File: config.mk
export PLATFORM = sky130hd
export DESIGN_NAME = mux_select_sequencer
export DESIGN_NICKNAME = d
export VERILOG_FILES = /design/src/rtl/mux_seq_pkg.sv /design/src/rtl/mux_dwell_counter.sv /design/src/rtl/mux_select_sequencer.sv
export SDC_FILE = /design/constraint.sdc
export NUM_CORES = 1
export LEC_CHECK = 0
export CORE_UTILIZATION = 25
export DETAILED_ROUTE_END_ITERATION = 16
export PLACE_DENSITY = 0.48
export SLEW_MARGIN = 20
export SYNTH_ARGS = -nofsm -noshare
export SYNTH_HDL_FRONTEND = slang
export SYNTH_SLANG_ARGS = --single-unit
File: constraint.sdc
create_clock -name clk -period 2.2 [get_ports clk]
set_input_delay 0.44 -clock clk [delete_from_list [all_inputs] [get_ports clk]]
set_output_delay 0.44 -clock clk [all_outputs]
set_load 0.05 [all_outputs]
File: src/rtl/mux_seq_pkg.sv
// Shared types and helpers for the mux select sequencer.
//
// Contents:
//   seq_state_e   - sequencer FSM states (IDLE, SCAN)
//   NUM_CH        - number of mux data channels scanned
//   next_chan_t   - result of a "next enabled channel" search
//   next_chan()   - next set mask bit strictly above cur, with wrap flag
//   first_chan()  - lowest set mask bit
package mux_seq_pkg;

  typedef enum logic {
    IDLE,
    SCAN
  } seq_state_e;

  localparam int NUM_CH = 4;

  // valid = at least one channel enabled; wrap = the found channel is at or
  // below the current one, i.e. the scan has completed a full pass.
  typedef struct packed {
    logic       valid;
    logic       wrap;
    logic [1:0] chan;
  } next_chan_t;

  // Walks the candidate offsets from farthest to nearest so the nearest set
  // bit above cur wins. Offset NUM_CH lands back on cur itself, which covers
  // the single-enabled-channel case as a wrap.
  function automatic next_chan_t next_chan(input logic [NUM_CH-1:0] mask,
                                           input logic [1:0]        cur);
    next_chan_t res;
    logic [2:0] idx;
    res = '0;
    for (int i = NUM_CH; i >= 1; i--) begin
      idx = {1'b0, cur} + 3'(i);
      if (mask[idx[1:0]]) begin
        res.valid = 1'b1;
        res.wrap  = idx[2];
        res.chan  = idx[1:0];
      end
    end
    return res;
  endfunction

  // Lowest set bit; returns 0 for an empty mask (callers gate on |mask).
  function automatic logic [1:0] first_chan(input logic [NUM_CH-1:0] mask);
    logic [1:0] res;
    res = 2'd0;
    for (int i = NUM_CH - 1; i >= 0; i--) begin
      if (mask[i]) begin
        res = 2'(i);
      end
    end
    return res;
  endfunction

endpackage

File: src/rtl/mux_dwell_counter.sv
// Dwell counter for the mux select sequencer.
//
// Counts clock cycles spent on the current channel and flags the last one.
//
// Ports:
//   clk  - clock, rising edge
//   rst  - synchronous active-high reset, count returns to 0
//   clr  - synchronous clear to 0 (priority over en)
//   en   - increment enable
//   tc   - high while the count equals DWELL-1
module mux_dwell_counter #(
  parameter int CNT_W = 8,
  parameter int DWELL = 4
) (
  input  logic clk,
  input  logic rst,
  input  logic clr,
  input  logic en,
  output logic tc
);

  localparam logic [CNT_W-1:0] LAST_CNT = CNT_W'(DWELL - 1);

  logic [CNT_W-1:0] count_q;
  logic [CNT_W-1:0] count_d;

  always_comb begin
    count_d = count_q;
    if (clr) begin
      count_d = '0;
    end else if (en) begin
      count_d = count_q + 1'b1;
    end
  end

  always_ff @(posedge clk) begin
    if (rst) begin
      count_q <= '0;
    end else begin
      count_q <= count_d;
    end
  end

  assign tc = (count_q == LAST_CNT);

endmodule

File: src/rtl/mux_select_sequencer.sv
// Sequencer driving the select (S2,S1) and enable (E) inputs of the 4:1 mux.
//
// Scans enabled channels in ascending order, holding each for DWELL cycles,
// in continuous or single-pass mode, and pulses pass_done at each pass end.
//
// Ports:
//   clk        - clock, rising edge
//   rst        - synchronous active-high reset
//   start      - begin a scan when idle (ignored with an empty mask)
//   stop       - abort the scan; wins over start
//   single     - 1 = one pass then idle; captured together with start
//   chan_mask  - bit i enables channel i; sampled at start and at each advance
//   S1, S2     - registered channel select LSB / MSB
//   E          - registered mux enable, high while scanning
//   busy       - registered scan-in-progress flag
//   pass_done  - one-cycle pulse in the first cycle after a pass ends
module mux_select_sequencer
  import mux_seq_pkg::*;
#(
  parameter int DWELL = 4,
  parameter int CNT_W = 8
) (
  input  logic        clk,
  input  logic        rst,
  input  logic        start,
  input  logic        stop,
  input  logic        single,
  input  logic [3:0]  chan_mask,
  output logic        S1,
  output logic        S2,
  output logic        E,
  output logic        busy,
  output logic        pass_done
);

  seq_state_e state_q, state_d;
  logic [1:0] chan_q, chan_d;
  logic       single_q, single_d;
  logic       e_q, e_d;
  logic       busy_q, busy_d;
  logic       pass_done_q, pass_done_d;

  logic       cnt_clr;
  logic       cnt_en;
  logic       cnt_tc;
  next_chan_t nxt;

  mux_dwell_counter #(
    .CNT_W (CNT_W),
    .DWELL (DWELL)
  ) u_dwell (
    .clk (clk),
    .rst (rst),
    .clr (cnt_clr),
    .en  (cnt_en),
    .tc  (cnt_tc)
  );

  // Next-state logic. The counter is held at 0 while idle so a new scan
  // always starts at dwell count 0; at terminal count it is cleared on the
  // same edge the select moves, so channels are back-to-back with E high.
  always_comb begin
    state_d     = state_q;
    chan_d      = chan_q;
    single_d    = single_q;
    e_d         = e_q;
    busy_d      = busy_q;
    pass_done_d = 1'b0;
    cnt_clr     = 1'b0;
    cnt_en      = 1'b0;
    nxt         = next_chan(chan_mask, chan_q);

    case (state_q)
      IDLE: begin
        cnt_clr = 1'b1;
        e_d     = 1'b0;
        busy_d  = 1'b0;
        if (start && !stop && (chan_mask != 4'b0000)) begin
          state_d  = SCAN;
          chan_d   = first_chan(chan_mask);
          single_d = single;
          e_d      = 1'b1;
          busy_d   = 1'b1;
        end
      end

      SCAN: begin
        if (stop) begin
          state_d = IDLE;
          e_d     = 1'b0;
          busy_d  = 1'b0;
          cnt_clr = 1'b1;
        end else if (cnt_tc) begin
          cnt_clr = 1'b1;
          if (!nxt.valid) begin
            // Mask emptied during the scan: end it as a completed pass.
            state_d     = IDLE;
            e_d         = 1'b0;
            busy_d      = 1'b0;
            pass_done_d = 1'b1;
          end else if (nxt.wrap && single_q) begin
            // Select keeps its last channel while idle.
            state_d     = IDLE;
            e_d         = 1'b0;
            busy_d      = 1'b0;
            pass_done_d = 1'b1;
          end else begin
            chan_d      = nxt.chan;
            pass_done_d = nxt.wrap;
          end
        end else begin
          cnt_en = 1'b1;
        end
      end

      default: begin
        state_d = IDLE;
        e_d     = 1'b0;
        busy_d  = 1'b0;
      end
    endcase
  end

  // All FSM state and outputs are registered here; reset overrides
  // start and stop.
  always_ff @(posedge clk) begin
    if (rst) begin
      state_q     <= IDLE;
      chan_q      <= 2'd0;
      single_q    <= 1'b0;
      e_q         <= 1'b0;
      busy_q      <= 1'b0;
      pass_done_q <= 1'b0;
    end else begin
      state_q     <= state_d;
      chan_q      <= chan_d;
      single_q    <= single_d;
      e_q         <= e_d;
      busy_q      <= busy_d;
      pass_done_q <= pass_done_d;
    end
  end

  assign S1        = chan_q[0];
  assign S2        = chan_q[1];
  assign E         = e_q;
  assign busy      = busy_q;
  assign pass_done = pass_done_q;

endmodule

==> results.json <==
{
  "synth_async_sr_flop_share": 0,
  "fmax_mhz": 448.7,
  "antenna_cells": 0,
  "hp-start": "u_dwell.count_q[7]",
  "grtUsageTotal": 0.1299,
  "r2r_end": "chan_q[0]",
  "die_w_um": 63.47,
  "path_max_fanout": 3,
  "antenna_left": 0,
  "hold_depth": 2,
  "start_util": 0.2724,
  "path_class": "flip-flop to flip-flop",
  "dp_hpwl_um": 1877,
  "postLayoutCellArea_mm2": 0.001371,
  "vias": 919,
  "place.gp.congestion": 0.8220,
  "place_area_mm2": 0.001279,
  "fin_ws_ps": -28.78,
  "violations": "setup timing",
  "grt.overflow.total": 0,
  "peakVddDrop_v": 0.0002705,
  "drc_errors": 0,
  "synth_seq_cells": 14,
  "clk_pin_slew_ps": 60,
  "r2r-start": "chan_q[0]",
  "ys_types": 36,
  "cts_buffer_depth": 2,
  "cts_buffers": 3,
  "worst_clock_skew_ps": 1.010,
  "synthCells": 108,
  "place_ws_ps": -343.2,
  "critical_path_arrival_ps": 2360,
  "tightest_slew_ps": 500.6,
  "final_core_util": 0.3954,
  "hold_viol": 0,
  "cts_root_buf": "clkbuf_8",
  "final_cells": 187,
  "rows": 21,
  "dr.pass1.iters": 4,
  "syn_area_um2": 944.7,
  "slew_viol_final": 0,
  "drt_iter0_drc": 41,
  "final_layout_size_suffix_gt1_frac": 0.2908,
  "p_leak_nw": 0.5166,
  "finalCritPeriodShare": 1.013,
  "grt_antenna_before_repair": 0,
  "clk_latency_ps": 240,
  "area_growth_pct": 45.17,
  "synth_area_per_cell_um2": 8.747,
  "grt_max_degree": 12,
  "crit_start": "chan_q[0]",
  "routedWlPerCell_um": 13.12,
  "cts_tree": "done",
  "yosysSeqAreaShare": 0.2967,
  "ys_warn_count": 0,
  "ys.flop_type": "dfxtp_1",
  "whs_ps": 519.7,
  "synthesis.nets": 120,
  "portBuffers": 13,
  "cp-start-kind": "flip-flop",
  "nets": 154,
  "reg2reg_depth": 7,
  "status": "finished with violations",
  "min_period_ps": 2229,
  "synth_edf_count": 0,
  "setup_viol": 2,
  "ios": 14,
  "hp-class": "flip-flop to flip-flop",
  "p_per_area_mw_per_mm2": 504.3,
  "routed_wl_um": 2454,
  "core-area_mm2": 0.003468,
  "grt_pass1_vias": 929,
  "hold_end": "u_dwell.count_q[7]",
  "cts_num_sinks": 14,
  "rrSetupSlack_ps": -30,
  "maxCapViolCount": 0,
  "grt_pass1_wl_um": 4174,
  "cp.required_ps": 2330,
  "die_y_um": 63.47,
  "viasPerCell": 4.914,
  "relSlewSlack": 0.6616,
  "h-tree-depth": 1,
  "cp-end-kind": "flip-flop",
  "dp.cells": 182,
  "dieArea_mm2": 0.004028,
  "rsz0062_at_grt": "true"
}
==> cell usage after synthesis, drive strengths merged (3+ instances only) <==
library cell	count	area share
dfxtp	14	0.30
nor2	14	0.056
nand3	9	0.048
nand2b	5	0.033
xor2	5	0.046
a21oi	4	0.021
clkbuf	4	0.016
inv	4	0.016
mux2i	4	0.042
nor2b	4	0.026
nor3	4	0.021
ha	3	0.040
mux4	3	0.072
o211ai	3	0.029
o21ai	3	0.016
==> layout by cell type (no fill, tap or decap), types with 2 or more instances in the layout <==
cell type,synthesis,final
buf_4,1,21
nor2_1,14,14
dfxtp_1,14,12
clkdlybuf4s50_1,0,9
nand3_1,9,8
nand2b_1,5,5
xor2_1,5,5
nor2b_1,4,4
a21oi_1,4,4
nor3_1,4,4
mux2i_1,4,4
clkbuf_8,0,4
dlygate4sd2_1,0,4
o21ai_0,3,3
mux4_2,3,3
inv_4,0,2
o211ai_1,2,2
nor4b_1,2,2
inv_1,4,2
a311oi_1,2,2
nand2_1,2,2
or3_1,2,2
and3_1,2,2
ha_1,3,2
dfxtp_4,0,2
==> stage by stage <==
stage          total power, mW  TNS (ps)
6_report                0.6915    -30.19
5_1_grt                 0.7315    -387.1
4_1_cts                 0.6866    -21.89
3_5_place_dp            0.4403     -1395
3_3_place_gp            0.4398     -1312
2_1_floorplan           0.3686    -355.0
==> worst max-delay path, stage by stage (launching register included) <==
cell and delay [ps]:
dfxtp_4 360, inv_4 40, ha_4 280, mux4_2 550
a221oi_4 240, a32oi_2 150, o211ai_2 190, mux2_4 310
==> repair_timing <==
item                                    4_1_cts  5_1_grt
resized for setup                             6        6
cloned                                        0        0
hold buffers                                  0        0
endpoints found under the setup margin        4        4
hold endpoints to repair                      0        0
pin swaps                                     3        2
buffers inserted                              0        1
==> power breakdown <==
| part | switching, mW | internal, mW | leakage, nW |
|---|---|---|---|
| logic | 0.0895 | 0.0941 | 0.373 |
| clock network | 0.0854 | 0.158 | 0.0288 |
| registers | 0.00603 | 0.258 | 0.115 |
==> cells by family after synthesis <==
group,after synthesis,share of synthesized area
xor+xnor,6,0.05563
compound gates,20,0.1642
mux,9,0.1377
buf+inv,10,0.05165
simple gates,46,0.2543
flops,14,0.2967
fa+ha+maj,3,0.03974
==> per-layer routing <==
metal	vias up	wire length (um)	global-route usage
met3	4	63	0.03442
met5	-	0	0
li1	466	-	-
met1	428	1253	0.1845
met4	0	30	0.02557
met2	21	1106	0.1955
==> final cells by class <==
cell class / count / area, um^2
fillers: 366 / 2097
multi-input cells: 84 / 656.9
repair buffers: 35 / 294.0
flip-flops and latches: 14 / 287.8
well taps: 46 / 57.56
clock buffers: 4 / 55.05
inverters: 4 / 20.02
==> flip-flops by register name (all words and copies together) (netlist names) <==
| signal | cells |
|---|---|
| u_dwell.count_q | 8 |
| chan_q | 2 |
| busy | 1 |
| pass_done | 1 |
| single_q | 1 |
| state_q | 1 |
==> how the worst max path moves through the flow <==
stage	slack, ps	to
2_1_floorplan	-230	chan_q[0]
3_3_place_gp	-330	chan_q[0]
3_5_place_dp	-340	chan_q[0]
4_1_cts	-20	chan_q[0]
5_1_grt	-110	chan_q[0]
6_report	-30	chan_q[0]
No activity file was read; power rests on OpenSTA's default activity.
